### config.mk
export PLATFORM = sky130hd
export DESIGN_NAME = muldiv_unit_flat
export DESIGN_NICKNAME = d
export VERILOG_FILES = /design/src/rtl/muldiv_pkg.sv /design/src/rtl/muldiv_if.sv /design/src/rtl/muldiv_div_step.sv /design/src/rtl/muldiv_unit.sv /design/src/flat_wrapper.sv
export SDC_FILE = /design/constraint.sdc
export NUM_CORES = 1
export LEC_CHECK = 0
export CAP_MARGIN = 10
export CORE_MARGIN = 1.5
export CORE_UTILIZATION = 30
export DETAILED_ROUTE_END_ITERATION = 12
export HOLD_SLACK_MARGIN = 0.08
export PLACE_DENSITY = 0.56
export SLEW_MARGIN = 0
export SYNTH_ARGS = -nofsm -noshare
export SYNTH_HDL_FRONTEND = slang
export SYNTH_HIERARCHICAL = 1
export SYNTH_SLANG_ARGS = --single-unit
### constraint.sdc
create_clock -name clk -period 8.6 [get_ports clk]
set_input_delay 1.72 -clock clk [delete_from_list [all_inputs] [get_ports clk]]
set_output_delay 1.72 -clock clk [all_outputs]
set_load 0.03 [all_outputs]
### src/rtl/muldiv_pkg.sv
// Shared encodings for the iterative multiply/divide unit: RV32M funct3 codes,
// FSM states and the fixed results returned by the divide special cases.
package muldiv_pkg;

    localparam int unsigned MAX_WIDTH = 64;

    typedef enum logic [2:0] {
        OP_MUL    = 3'b000,
        OP_MULH   = 3'b001,
        OP_MULHSU = 3'b010,
        OP_MULHU  = 3'b011,
        OP_DIV    = 3'b100,
        OP_DIVU   = 3'b101,
        OP_REM    = 3'b110,
        OP_REMU   = 3'b111
    } op_e;

    typedef enum logic [1:0] {
        ST_IDLE = 2'b00,
        ST_CALC = 2'b01,
        ST_DONE = 2'b10
    } state_e;

    // Quotient for b == 0 and remainder for the signed overflow case; sliced to WIDTH
    localparam logic [MAX_WIDTH-1:0] DIV_BY_ZERO_Q = '1;
    localparam logic [MAX_WIDTH-1:0] OVERFLOW_REM  = '0;

endpackage

### src/rtl/muldiv_if.sv
// Request/response bundle between the issue stage and the multiply/divide unit.
interface muldiv_if #(
    parameter int unsigned WIDTH = 32
);
    logic             in_valid;
    logic             in_ready;
    logic [2:0]       op;
    logic [WIDTH-1:0] a;
    logic [WIDTH-1:0] b;
    logic             flush;
    logic             out_valid;
    logic             out_ready;
    logic [WIDTH-1:0] result;
    logic             busy;

    modport master (
        output in_valid, op, a, b, flush, out_ready,
        input  in_ready, out_valid, result, busy
    );

    modport slave (
        input  in_valid, op, a, b, flush, out_ready,
        output in_ready, out_valid, result, busy
    );
endinterface

### src/rtl/muldiv_div_step.sv
// One restoring shift-subtract division step on unsigned magnitudes.
module muldiv_div_step #(
    parameter int unsigned WIDTH = 32
) (
    input  logic [WIDTH-1:0] rem,
    input  logic [WIDTH-1:0] quo,
    input  logic [WIDTH-1:0] divisor,
    output logic [WIDTH-1:0] rem_next_c,
    output logic [WIDTH-1:0] quo_next_c
);
    logic [WIDTH:0] shifted;
    logic [WIDTH:0] diff;

    assign shifted = {rem, quo[WIDTH-1]};
    assign diff    = shifted - {1'b0, divisor};

    // rem < divisor keeps a non-negative diff below 2^WIDTH, so the top bit is the borrow
    always_comb begin
        rem_next_c = shifted[WIDTH-1:0];
        quo_next_c = {quo[WIDTH-2:0], 1'b0};
        if (!diff[WIDTH]) begin
            rem_next_c = diff[WIDTH-1:0];
            quo_next_c = {quo[WIDTH-2:0], 1'b1};
        end
    end
endmodule

### src/rtl/muldiv_unit.sv
// RV32M multiply/divide unit: iterative shift-add multiply and restoring divide.
// Build option MULDIV_FAST_MUL_EN replaces the iterative multiply with a single-cycle one.
module muldiv_unit
    import muldiv_pkg::*;
#(
    parameter int unsigned WIDTH = 32,
    parameter int unsigned CNT_W = $clog2(WIDTH) + 1
) (
    input  logic     clk,
    input  logic     reset,
    muldiv_if.slave  bus
);
    localparam int unsigned      PW       = 2 * WIDTH;
    localparam logic [WIDTH-1:0] MIN_NEG  = {1'b1, {(WIDTH-1){1'b0}}};
    localparam logic [CNT_W-1:0] LAST_CNT = CNT_W'(WIDTH - 1);

    state_e           state_q, state_d;
    op_e              op_in, op_q;
    logic [CNT_W-1:0] cnt_q;
    logic [WIDTH-1:0] acc_hi_q, acc_lo_q, opb_q, res_q;
    logic             neg_q, neg_r;

    logic             sign_a_in, sign_b_in, div_in, rem_in, div_zero, div_ovf, accept;
    logic [WIDTH-1:0] a_mag, b_mag;
    logic             skip_c;
    logic [WIDTH-1:0] skip_res;
    logic [WIDTH-1:0] div_rem, div_quo, hi_d, lo_d, fin_res;
    logic [WIDTH:0]   mul_sum;

    // Sign the full product, then pick the half the op asks for
    function automatic logic [WIDTH-1:0] mul_pick(op_e op, logic neg, logic [PW-1:0] p);
        logic [PW-1:0] p_s;
        p_s = neg ? PW'(-p) : p;
        return (op == OP_MUL) ? p_s[WIDTH-1:0] : p_s[PW-1:WIDTH];
    endfunction

    // Request decode: magnitudes and sign flags taken at accept
    assign op_in     = op_e'(bus.op);
    assign sign_a_in = bus.a[WIDTH-1] && (op_in inside {OP_MULH, OP_MULHSU, OP_DIV, OP_REM});
    assign sign_b_in = bus.b[WIDTH-1] && (op_in inside {OP_MULH, OP_DIV, OP_REM});
    assign a_mag     = sign_a_in ? WIDTH'(-bus.a) : bus.a;
    assign b_mag     = sign_b_in ? WIDTH'(-bus.b) : bus.b;
    assign div_in    = op_in[2];
    assign rem_in    = op_in[2] & op_in[1];
    assign div_zero  = div_in && (bus.b == '0);
    assign div_ovf   = div_in && !op_in[0] && (bus.a == MIN_NEG) && (bus.b == '1);
    assign accept    = bus.in_valid && (state_q == ST_IDLE) && !bus.flush;

    // Operations resolved without iterating
    always_comb begin
        skip_c   = 1'b0;
        skip_res = '0;
        if (div_zero) begin
            skip_c   = 1'b1;
            skip_res = rem_in ? bus.a : DIV_BY_ZERO_Q[WIDTH-1:0];
        end else if (div_ovf) begin
            skip_c   = 1'b1;
            skip_res = rem_in ? OVERFLOW_REM[WIDTH-1:0] : bus.a;
        end
`ifdef MULDIV_FAST_MUL_EN
        else if (!div_in) begin
            skip_c   = 1'b1;
            skip_res = mul_pick(op_in, sign_a_in ^ sign_b_in, PW'(a_mag) * PW'(b_mag));
        end
`endif
    end

    muldiv_div_step #(.WIDTH(WIDTH)) u_div_step (
        .rem        (acc_hi_q),
        .quo        (acc_lo_q),
        .divisor    (opb_q),
        .rem_next_c (div_rem),
        .quo_next_c (div_quo)
    );

    assign mul_sum = (WIDTH+1)'(acc_hi_q) + (WIDTH+1)'(acc_lo_q[0] ? opb_q : '0);

    // Next accumulator pair and the signed result produced from it
    always_comb begin
        hi_d    = {mul_sum[WIDTH:1]};
        lo_d    = {mul_sum[0], acc_lo_q[WIDTH-1:1]};
        fin_res = '0;
        if (op_q[2]) begin
            hi_d    = div_rem;
            lo_d    = div_quo;
            fin_res = op_q[1] ? (neg_r ? WIDTH'(-hi_d) : hi_d)
                              : (neg_q ? WIDTH'(-lo_d) : lo_d);
        end else begin
            fin_res = mul_pick(op_q, neg_q, {hi_d, lo_d});
        end
    end

    always_ff @(posedge clk) begin
        if (reset) state_q <= ST_IDLE;
        else       state_q <= state_d;
    end

    always_comb begin
        state_d = state_q;
        case (state_q)
            ST_IDLE: if (accept) state_d = skip_c ? ST_DONE : ST_CALC;
            ST_CALC: if (cnt_q == LAST_CNT) state_d = ST_DONE;
            ST_DONE: if (bus.out_ready) state_d = ST_IDLE;
            default: state_d = ST_IDLE;
        endcase
        if (bus.flush) state_d = ST_IDLE;
    end

    // Datapath registers; res_q is non-zero only while in DONE
    always_ff @(posedge clk) begin
        if (reset || bus.flush) begin
            op_q     <= OP_MUL;
            cnt_q    <= '0;
            acc_hi_q <= '0;
            acc_lo_q <= '0;
            opb_q    <= '0;
            neg_q    <= 1'b0;
            neg_r    <= 1'b0;
            res_q    <= '0;
        end else begin
            case (state_q)
                ST_IDLE: if (accept) begin
                    op_q     <= op_in;
                    cnt_q    <= '0;
                    neg_q    <= sign_a_in ^ sign_b_in;
                    neg_r    <= sign_a_in;
                    acc_hi_q <= '0;
                    acc_lo_q <= div_in ? a_mag : b_mag;
                    opb_q    <= div_in ? b_mag : a_mag;
                    if (skip_c) res_q <= skip_res;
                end
                ST_CALC: begin
                    cnt_q    <= cnt_q + CNT_W'(1);
                    acc_hi_q <= hi_d;
                    acc_lo_q <= lo_d;
                    if (cnt_q == LAST_CNT) res_q <= fin_res;
                end
                ST_DONE: if (bus.out_ready) res_q <= '0;
                default: res_q <= '0;
            endcase
        end
    end

    assign bus.in_ready  = (state_q == ST_IDLE);
    assign bus.out_valid = (state_q == ST_DONE);
    assign bus.busy      = (state_q != ST_IDLE);
    assign bus.result    = res_q;
endmodule

### src/flat_wrapper.sv
// flat-port wrapper written by rule: the top's interface ports become plain ports
module muldiv_unit_flat import muldiv_pkg::*;
#(
    parameter int unsigned WIDTH = 32,
    parameter int unsigned CNT_W = $clog2(WIDTH) + 1
)
  (clk, reset, bus_in_valid, bus_op, bus_a, bus_b, bus_flush, bus_out_ready, bus_in_ready, bus_out_valid, bus_result, bus_busy);
  muldiv_if #(.WIDTH(WIDTH)) bus_i ();
  input  logic clk;
  input  logic reset;
  input wire logic [$bits(bus_i.in_valid)-1:0] bus_in_valid;
  input wire logic [$bits(bus_i.op)-1:0] bus_op;
  input wire logic [$bits(bus_i.a)-1:0] bus_a;
  input wire logic [$bits(bus_i.b)-1:0] bus_b;
  input wire logic [$bits(bus_i.flush)-1:0] bus_flush;
  input wire logic [$bits(bus_i.out_ready)-1:0] bus_out_ready;
  output wire logic [$bits(bus_i.in_ready)-1:0] bus_in_ready;
  output wire logic [$bits(bus_i.out_valid)-1:0] bus_out_valid;
  output wire logic [$bits(bus_i.result)-1:0] bus_result;
  output wire logic [$bits(bus_i.busy)-1:0] bus_busy;
  assign bus_i.in_valid = bus_in_valid;
  assign bus_i.op = bus_op;
  assign bus_i.a = bus_a;
  assign bus_i.b = bus_b;
  assign bus_i.flush = bus_flush;
  assign bus_i.out_ready = bus_out_ready;
  assign bus_in_ready = bus_i.in_ready;
  assign bus_out_valid = bus_i.out_valid;
  assign bus_result = bus_i.result;
  assign bus_busy = bus_i.busy;
  muldiv_unit #(.WIDTH(WIDTH), .CNT_W(CNT_W)) u_core (.clk(clk), .reset(reset), .bus(bus_i));
endmodule
Yosys cells after proc, flatten, opt, wreduce, memory -nomap -nowiden
Cells that the tools add are included.
Widths: inputs -> output; s select.
{"block": "word_totals", "wordCells": 92, "inputBits": 72, "output_inout_bits": 35, "regBits": 141}
{"block": "classes", "n_addsub": 8, "n_reduce_logical": 23, "mux": 37, "bitwise": 2, "eq_ne": 13}
{"cell": "$mux 32", "n": 23}
{"cell": "$neg 32->32", "n": 4}
{"cell": "$pmux 32 s2", "n": 2}
{"cell": "$pmux 32 s3", "n": 1}
{"cell": "$eq 32x32->1 const B", "n": 2}
{"cell": "$mux 64", "n": 1}
{"cell": "$neg 64->64", "n": 1}
{"cell": "$add 32x33->33", "n": 1}
{"cell": "$sub 33x32->33", "n": 1}
{"cell": "$logic_not 32->1", "n": 1}
{"cell": "$pmux 6 s2", "n": 1}
{"cell": "$logic_and 1x1->1", "n": 8}
{"cell": "$mux 2", "n": 4}
{"cell": "$add 6x1->6 const B", "n": 1}
{"cell": "$eq 3x3->1 const B", "n": 2}
{"cell": "$eq 6x5->1 const B", "n": 1}
{"cell": "$mux 6", "n": 1}
{"cell": "$ne 2x1->1 const B", "n": 3}
{"cell": "$pmux 2 s3", "n": 1}
{"cell": "$reduce_and 2->1", "n": 2}
{"cell": "$reduce_and 4->1", "n": 1}
{"cell": "$reduce_bool 2->1", "n": 2}
{"cell": "$reduce_bool 4->1", "n": 1}
{"cell": "$eq 3x1->1 const B", "n": 1}
{"cell": "14 further kinds", "n": 17}

Longest topological paths before layout
Gate-level depths: netlist of the first run.
{"block": "logic_depth", "ltp_word": 9, "mapped_depth": 26, "depth_no_buf": 24}

Hierarchy
Netlist of the first run, hierarchy kept.
{"mod": "muldiv_unit", "seq_area_each_um2": 2822.7, "n_inst": 1, "cells_each": 2167, "area_each_um2": 15005.6}
{"mod": "muldiv_div_step", "seq_area_each_um2": 0.0, "n_inst": 1, "cells_each": 336, "area_each_um2": 2591.2}

Worst setup path after synthesis of the first run
No wires, ideal clock.
{"block": "synth_timing", "path_type": "flip-flop to flip-flop", "startpoint": "register u_core.acc_lo_q[31]", "endpoint": "register u_core.res_q[31], in the netlist u_core/bus.result[31]", "setup_ps": 58, "t_required_ps": 8542, "arrival_ps": 5922, "stages_incl_launch_ff": 26, "setup_slack_ps": 2620, "n_path_buf": 3, "period_less_slack_ps": 5980, "cell_sequence": "dfxtp_1 > inv_1 > ha_1 > fa_1 > and2b_1 > o2111ai_2 > a21oi_2 > o2111ai_1 > a211oi_2 > nor2_4 > mux2i_4 > and2_4 > buf_12 > inv_8 > buf_12 > mux2_4 > or4_1 > or3_1 > o41a_1 > clkbuf_1 > a211oi_1 > xnor2_1 > o211ai_1 > a31o_2 > a2111o_1 > nand2_1"}
{"block": "synth_via", "elab_chain_cells": 8, "word_cells_on_any_way": 14, "classes_between": "add/sub: 4; mux: 10"}
{"element": "start, declared", "line_no": "muldiv_unit.sv:20", "rtl": "logic [WIDTH-1:0] acc_hi_q, acc_lo_q, opb_q, res_q;"}
{"element": "start signal, assigned", "line_no": "muldiv_unit.sv:128", "rtl": "acc_lo_q <= div_in ? a_mag : b_mag;"}
{"element": "start signal, assigned", "line_no": "muldiv_unit.sv:135", "rtl": "acc_lo_q <= lo_d;"}
{"element": "$sub 33x32->33", "line_no": "muldiv_div_step.sv:15", "rtl": "assign diff = shifted - {1'b0, divisor};"}
{"element": "$mux 32", "line_no": "muldiv_div_step.sv:21", "rtl": "if (!diff[WIDTH]) begin"}
{"element": "via u_core.div_rem[9]", "line_no": "muldiv_unit.sv:27", "rtl": "logic [WIDTH-1:0] div_rem, div_quo, hi_d, lo_d, fin_res;"}
{"element": "$neg 32->32", "line_no": "muldiv_unit.sv:86", "rtl": "fin_res = op_q[1] ? (neg_r ? WIDTH'(-hi_d) : hi_d)"}
{"element": "$mux 32 (2 in a row)", "line_no": "muldiv_unit.sv:86"}
{"element": "$mux 32", "line_no": "muldiv_unit.sv:83", "rtl": "if (op_q[2]) begin"}
{"element": "$mux 32", "line_no": "muldiv_unit.sv:136", "rtl": "if (cnt_q == LAST_CNT) res_q <= fin_res;"}
{"element": "$pmux 32 s3", "line_no": "muldiv_unit.sv:121", "rtl": "case (state_q)"}
{"element": "end signal, assigned", "line_no": "muldiv_unit.sv:130", "rtl": "if (skip_c) res_q <= skip_res;"}
{"element": "end signal, assigned", "line_no": "muldiv_unit.sv:136"}
{"element": "end, declared", "line_no": "muldiv_unit.sv:20"}
The timed path passes the listed nets, and every way through them passes these cells. The select of a mux whose other input is x is not followed.
A chain may end at the register's enable or synchronous reset.

Final worst setup path of the first run
{"block": "layout_timing", "startpoint": "register u_core.acc_lo_q[31]", "endpoint": "register u_core.res_q[31], in the netlist u_core/bus.result[31]"}
{"block": "layout_via", "elab_chain_cells": 8, "word_cells_on_any_way": 14, "classes_between": "add/sub: 4; mux: 10"}
{"element": "$sub 33x32->33", "line_no": "muldiv_div_step.sv:15"}
{"element": "$mux 1", "line_no": "muldiv_div_step.sv:21"}
{"element": "via u_core.div_quo[0]", "line_no": "muldiv_unit.sv:27"}
{"element": "$neg 32->32", "line_no": "muldiv_unit.sv:87", "rtl": ": (neg_q ? WIDTH'(-lo_d) : lo_d);"}
{"element": "$mux 32", "line_no": "muldiv_unit.sv:87"}
{"element": "$mux 32", "line_no": "muldiv_unit.sv:86"}
{"element": "$mux 32", "line_no": "muldiv_unit.sv:83"}
{"element": "$mux 32", "line_no": "muldiv_unit.sv:136"}
{"element": "$pmux 32 s3", "line_no": "muldiv_unit.sv:121"}
The timed path passes the listed nets, and every way through them passes these cells. The select of a mux whose other input is x is not followed.

==> impl_metrics.csv, run 1 <==
group,metric,value,unit
timing,worst_pin_slew,1410,ps
drt,wl,76000,um
flow_run,drv_cap,0,
hold_path,worstHoldStart,"u_core/opb_q[15]",
global_route,grt_usage,24.6,%
synthesis,muxShareOfSynthArea,5.66,%
clock_tree,cts_resized,0,
critical_path,r2r_cells,23,
timing,relSlewSlack,5.68,%
synthesis,synth_xor_area_share,8.91,%
global_route,grt_max_degree,96,
timing,min_period_over_period,81.8,%
hold_path,hold_path_end,"u_core/opb_q[15]",
critical_path,reg2reg_slack,1560,ps
layout,layout-drive-gt1-share,6.18,%
timing,clock_skew,11.8,ps
synthesis,synth_compound_area_share,30.8,%
clock_tree,clkLatencyLatePin,450,ps
drt,via_count,19600,
critical_path,worstPathArrival,7430,ps
placement,place_hpwl,58100,um
clock_tree,cts_hold_buf,0,
floorplanning,io_pins,107,
critical_path,cp-end-kind,"flip-flop",
critical_path,r2r_start,"u_core/acc_lo_q[31]",
clock_tree,cts_tree,"done",
synthesis,synth_cell_type_count,109,
drt,drtPass1Iterations,6,
synthesis,syn_inst,2503,
floorplanning,start_util,30.4,%
global_route,grt-ovfl-total,0,
floorplanning,row_count,88,
global_route,grt_antenna_before_repair,2,
power_and_ir_drop,leakage,6.94,nW
clock_tree,cts.path.max_buffers,2,
drt,drcViolationCount,0,
global_route,grt_pass1_wl,113000,um
synthesis,yosysSeqAreaShare,16.0,%
clock_tree,cts_made_buffers,17,
timing,drv_slew,0,
power_and_ir_drop,p_total,0.00239,W
synthesis,syn_area_per_cell,7.03,sq um
run_status,status,"finished, final reports clean",
drt,first_iter_violations,2569,
timing,fin_hold_ws,466,ps
clock_tree,htree_num_levels,4,
timing,setup_viol,0,
drt,vias_per_cell,6.08,
synthesis,synthSimpleGateAreaFrac,26.1,%
drt,post_drt_wl_per_cell,23.6,um
synthesis,syn-num-nets,2648,
floorplanning,die_h,245,um
floorplanning,die_w,245,um
synthesis,synth_area,17600,sq um
layout,syn_to_final_growth,10.6,%
synthesis,async_flop_share,0,%
clock_tree,clk_pin_slew,70,ps
synthesis,ys_warn_count,6,
drt,ant_nets,0,
clock_tree,cts.sinks,141,
layout,fin_nets,2592,
timing,fin_crit,7040,ps
synthesis,ys_seq_elements,141,
power_and_ir_drop,p_per_area,123,nW/um^2
timing,hold_violations,0,
synthesis,synth_edf_count,0,
critical_path,worstPathRequired,8990,ps
timing,tns,0,ps
timing,max_freq,142,MHz
hold_path,min_path_cells,2,
placement,place.gp.congestion,0.985,
floorplanning,dieArea,60100,sq um
critical_path,r2r-end,"u_core/bus.result[31]",
timing,rsz0062_at_grt,"no",
critical_path,crit_path_max_fanout,27,
synthesis,synth_top_family_by_area,"compound AO/OA/AOI/OAI gates",
synthesis,ys_dominant_reg_cell,"dfxtp_1",
floorplanning,fp.coreArea,57800,sq um
placement,io_buffers,106,
critical_path,worstSetupPathType,"flip-flop to flip-flop",
power_and_ir_drop,ir_drop,0.000150,V
clock_tree,cts_setup_buffers,0,
synthesis,synth_adder_area_share,5.28,%
hold_path,hold_class,"flip-flop to flip-flop",
clock_tree,cts_root_buffer,"clkbuf_16",
critical_path,cp-start-kind,"flip-flop",
global_route,grt_pass1_vias,17900,
worst max path at each step:
stage | slack, ps | start | depth (start not counted) | to
after floorplan | 2620 | u_core/acc_lo_q[31] | 25 | u_core/bus.result[31]
after global placement | 1710 | u_core/acc_lo_q[31] | 23 | u_core/bus.result[31]
after detailed placement | 1660 | u_core/acc_lo_q[31] | 23 | u_core/bus.result[31]
after CTS | 1600 | u_core/acc_lo_q[31] | 23 | u_core/bus.result[31]
after global routing | 1220 | u_core/acc_lo_q[31] | 23 | u_core/bus.result[31]
final | 1560 | u_core/acc_lo_q[31] | 23 | u_core/bus.result[31]
sequential cells by signal, summed over array words and instances, names as in the netlist:
name               cells
u_core/bus.result     32
u_core/acc_hi_q       32
u_core/acc_lo_q       32
u_core/neg_r           1
u_core/opb_q          32
u_core/state_q         2
u_core/cnt_q           6
u_core/op_q            3
u_core/neg_q           1
cells by family (layout without fill, tap and decap cells):
group           count (synthesis)  count (layout)
mux                            88              88
simple gates                  928             928
compound gates                817             817
buf+inv                       277             232
other cells                     0               2
fa+ha+maj                      73              73
flops                         141             141
xor+xnor                      179             179
cells in the final DEF (no fill, tap or decap), drive strengths merged, types with 14 or more instances in the layout:
master,count
xor2,87
nor4,27
ha,71
nor2,243
a21o,37
clkdlybuf4s50,105
clkbuf,19
o21ai,170
nand2,263
dfxtp,141
nand4,34
and3,26
o2111ai,17
inv,73
nor2b,14
buf,26
o31ai,35
mux2,25
or3,32
nor3,48
or4,29
a31oi,43
a211oi,96
mux2i,63
o211ai,64
nand3,78
xnor2,92
o41ai,26
nand2b,21
a21oi,204
and2,50
or2,21
synthesized netlist by cell type (all sizes together), types with 7 or more instances:
library cell | instances | share of area (%)
or2 | 21 | 0.75
a211o | 8 | 0.41
nand2b | 21 | 0.75
a21boi | 8 | 0.34
mux2 | 25 | 2.0
a21o | 37 | 1.6
a31oi | 43 | 1.5
o41ai | 26 | 1.3
nand2 | 263 | 5.6
nand4 | 34 | 1.2
or4 | 29 | 1.3
nand3b | 7 | 0.32
nor3b | 8 | 0.43
nand3 | 78 | 2.2
or3 | 32 | 1.2
clkbuf | 136 | 2.9
nor3 | 48 | 1.4
o31ai | 35 | 1.5
o211ai | 64 | 2.7
o2111ai | 17 | 0.88
o21a | 10 | 0.43
ha | 71 | 5.0
and3 | 26 | 0.93
a211oi | 96 | 4.1
nor4 | 27 | 1.0
nor4b | 8 | 0.43
dfxtp | 141 | 16
xor2 | 87 | 4.3
inv | 71 | 1.6
a21oi | 204 | 5.9
o21bai | 8 | 0.34
buf | 68 | 2.7
mux2i | 63 | 3.7
xnor2 | 92 | 4.6
nor2 | 243 | 5.2
nor2b | 14 | 0.50
o21ai | 170 | 4.8
and2 | 50 | 1.8
where the power goes:
group	total [W]	internal [W]	switching [W]	leakage, nW
Sequential	0.000694	0.000664	0.0000303	1.14
Combinational	0.000871	0.000316	0.000555	5.50
Clock	0.000827	0.000497	0.000330	0.301
critical path, stage by stage, from the launching register on:
cell and delay [ps]:
dfxtp_1 510, inv_1 80, ha_1 240, fa_1 410, and2b_1 250, o2111ai_2 130
a21oi_2 250, o2111ai_1 310, a211oi_2 370, nor2_4 100, mux2i_4 190, buf_4 200
and2_4 210, inv_8 220, mux2_2 420, or4_1 590, or4_1 570, o41a_1 500
a211oi_1 330, xnor2_1 170, o211ai_1 130, a31o_2 320, a2111o_1 380, nand2_1 80
cell type report:
class	count	area, sq um
Fill cell	6276	38300
Multi-Input combinational cell	2085	13500
Sequential cell	141	2830
Timing Repair Buffer	131	1240
Tap cell	765	957
Clock buffer	19	453
Inverter	71	274
Clock inverter	11	165
Antenna cell	2	5.00
per-layer routing:
layer | global-route usage (%) | up-vias | wire length [um] | share of wire, %
li1 | - | 9104 | - | -
met1 | 35.4 | 9329 | 34000 | 45
met2 | 36.6 | 1046 | 32200 | 42
met3 | 4.67 | 116 | 7660 | 10
met4 | 7.21 | 0 | 2110 | 2.8
met5 | 0 | - | 0 | 0
through the flow:
step                      util, %  cell area (sq um)  worst slack (ps)  instances
after floorplan                 -              17600              2620       2503
after global placement       32.6              18800              1710       3193
after detailed placement     32.6              18800              1660       3193
after CTS                    33.7              19500              1600       3223
after global routing         33.7              19500              1220       3224
final                        33.7              19500              1560       3225
Power figures use the tool's default switching activity.
==> inputs of run 2 (changes only) <==
--- a/config.mk
+++ b/config.mk
@@ -10,7 +10,7 @@
 export CORE_UTILIZATION = 30
 export DETAILED_ROUTE_END_ITERATION = 12
 export HOLD_SLACK_MARGIN = 0.08
-export PLACE_DENSITY = 0.56
+export PLACE_DENSITY = 0.58
 export SLEW_MARGIN = 0
 export SYNTH_ARGS = -nofsm -noshare
 export SYNTH_HDL_FRONTEND = slang
==> constraint.sdc (replaced) <==
create_clock -name clk -period 5.78 [get_ports clk]
set_input_delay 1.156 -clock clk [delete_from_list [all_inputs] [get_ports clk]]
set_output_delay 1.156 -clock clk [all_outputs]
set_load 0.03 [all_outputs]
==> impl_metrics.csv, run 2 (same netlist as run 1, synthesis figures left out) <==
group,metric,value,unit
run_status,status,"finished, final reports clean",
layout,final_common_cell,"nand2_1",
layout,insertedDiodeCount,0,
critical_path,reg2reg_slack,200,ps
critical_path,critical_path.top_delay_family,"compound AO/OA/AOI/OAI gates",
floorplanning,dieArea,60100,sq um
layout,multi_input_area,13600,sq um
drt,via_count,19800,
layout,final_cell_count_no_fill,3315,
critical_path,r2r_start,"u_core/acc_lo_q[31]",
timing,setup_viol,0,
placement,dp_cells,3282,
critical_path,cp.depth,22,
global_route,grt_pass1_wl,115000,um
critical_path,r2r_cells,22,
timing,drv_slew,0,
timing,worst_pin_slew,1150,ps
power_and_ir_drop,leakage,7.40,nW
critical_path,crit_path_max_fanout,9,
floorplanning,die_h,245,um
critical_path,slowest_stage,"or4_4",
clock_tree,cts.path.max_buffers,2,
placement,dpl_cell_area,19500,sq um
layout,final_cell_mix,"nand2_1, nor2_1, a21oi_1",
timing,hold_violations,0,
floorplanning,fp.coreArea,57800,sq um
drt,drtPass1Iterations,6,
floorplanning,die_w,245,um
clock_tree,cts_made_buffers,17,
hold_path,worstHoldStart,"u_core/opb_q[15]",
layout,syn_to_final_growth,14.5,%
critical_path,worstSetupPathType,"flip-flop to flip-flop",
timing,clock_skew,13.4,ps
placement,pre_cts_ws,16.5,ps
floorplanning,row_count,88,
hold_path,hold_path_end,"u_core/opb_q[15]",
clock_tree,cts_hold_buf,0,
floorplanning,io_pins,107,
layout,final_area,20100,sq um
critical_path,max_stage_delay,520,ps
placement,place_hpwl,60400,um
global_route,grt_pass1_vias,18200,
critical_path,worstPathRequired,6190,ps
layout,layout.area.seq,2830,sq um
critical_path,cp-start-kind,"flip-flop",
global_route,grt_antenna_before_repair,2,
global_route,grt_max_degree,78,
clock_tree,cts.sinks,141,
critical_path,crit_chain,"inv_1, ha_1, fa_2, and2b_1, o2111ai_2, a21oi_2, o2111ai_2, a211oi_2, nor2_4, mux2i_4, and2_4, clkinv_8, mux2_2, or4_4, or4_4, o41a_1, a211oi_2, xnor2_1, o211ai_1, a31o_2, a2111o_1, nand2_1",
floorplanning,start_util,30.4,%
clock_tree,htree_num_levels,4,
drt,drcViolationCount,0,
hold_path,min_path_cells,2,
timing,min_period_over_period,96.6,%
drt,vias_per_cell,5.98,
layout,nFillCells,6144,
drt,post_drt_wl_per_cell,23.4,um
power_and_ir_drop,p_per_area,179,nW/um^2
flow_run,drv_cap,0,
layout,utilization,34.8,%
global_route,grt-ovfl-total,0,
drt,first_iter_violations,2363,
hold_path,hold_class,"flip-flop to flip-flop",
critical_path,r2r-end,"u_core/bus.result[31]",
drt,wl,77400,um
power_and_ir_drop,ir_drop,0.000242,V
clock_tree,cts_tree,"done",
critical_path,worstPathArrival,5990,ps
timing,fin_crit,5580,ps
clock_tree,clkLatencyLatePin,470,ps
timing,worst_slack,197,ps
critical_path,path_buf_inv,2,
critical_path,cp-end-kind,"flip-flop",
global_route,grt_usage,25.1,%
timing,relSlewSlack,23.1,%
placement,io_buffers,106,
clock_tree,cts_root_buffer,"clkbuf_16",
drt,ant_nets,0,
layout,fin_nets,2683,
timing,max_freq,179,MHz
placement,place.gp.congestion,0.980,
layout,layout-drive-gt1-share,9.84,%
clock_tree,clk_pin_slew,60,ps
==> run 2: worst max path at each step <==
stage,startpoint,end,slack (ps)
after floorplan,u_core/acc_lo_q[31],u_core/bus.result[31],20
after global placement,u_core/acc_lo_q[31],u_core/bus.result[31],-20
after detailed placement,u_core/acc_lo_q[31],u_core/bus.result[31],20
after CTS,u_core/acc_lo_q[31],u_core/bus.result[31],10
after global routing,u_core/acc_lo_q[31],u_core/bus.result[19],-3
final,u_core/acc_lo_q[31],u_core/bus.result[31],200
==> run 2: final cells by class <==
type                    count  share of cell area (%)
inverters                  71                    1.39
clock buffers              22                    2.25
flip-flops and latches    141                    14.0
clock inverters             9                   0.472
well taps                 765                    4.75
multi-input cells        2085                    67.4
repair buffers            222                    9.66
==> run 2: timing repair <==
action / in CTS / in global routing
endpoints found under the setup margin: 1 / 15
pin swaps: 6 / 5
resized for setup: 2 / 10
buffers inserted: 1 / 1
==> run 2: power breakdown <==
| part | leakage (nW) | switching (W) | internal (W) |
|---|---|---|---|
| Combinational | 5.98 | 0.000873 | 0.000586 |
| Clock | 0.277 | 0.000472 | 0.000637 |
| Sequential | 1.14 | 0.0000409 | 0.000988 |
==> run 2: metrics by stage <==
| step | power, W | setup TNS [ps] | hold slack [ps] |
|---|---|---|---|
| 2_1_floorplan | 0.00195 | 0 | 440 |
| 3_3_place_gp | 0.00244 | -15.9 | 451 |
| 3_5_place_dp | 0.00244 | 0 | 458 |
| 4_1_cts | 0.00356 | 0 | 467 |
| 5_1_grt | 0.00374 | -2.72 | 494 |
| 6_report | 0.00360 | 0 | 466 |
==> run 2: per-layer routing <==
layer	global-route usage (%)	up-vias	wire, um
li1	-	9298	-
met1	35.8	9528	35100
met2	38.1	885	33800
met3	4.01	97	6580
met4	7.59	2	1910
met5	0	-	14
==> run 2: worst min-delay path, stage by stage, from the launching register on <==
cell     delay, ps
dfxtp_1        320
nand2_1         50
a21oi_1         50
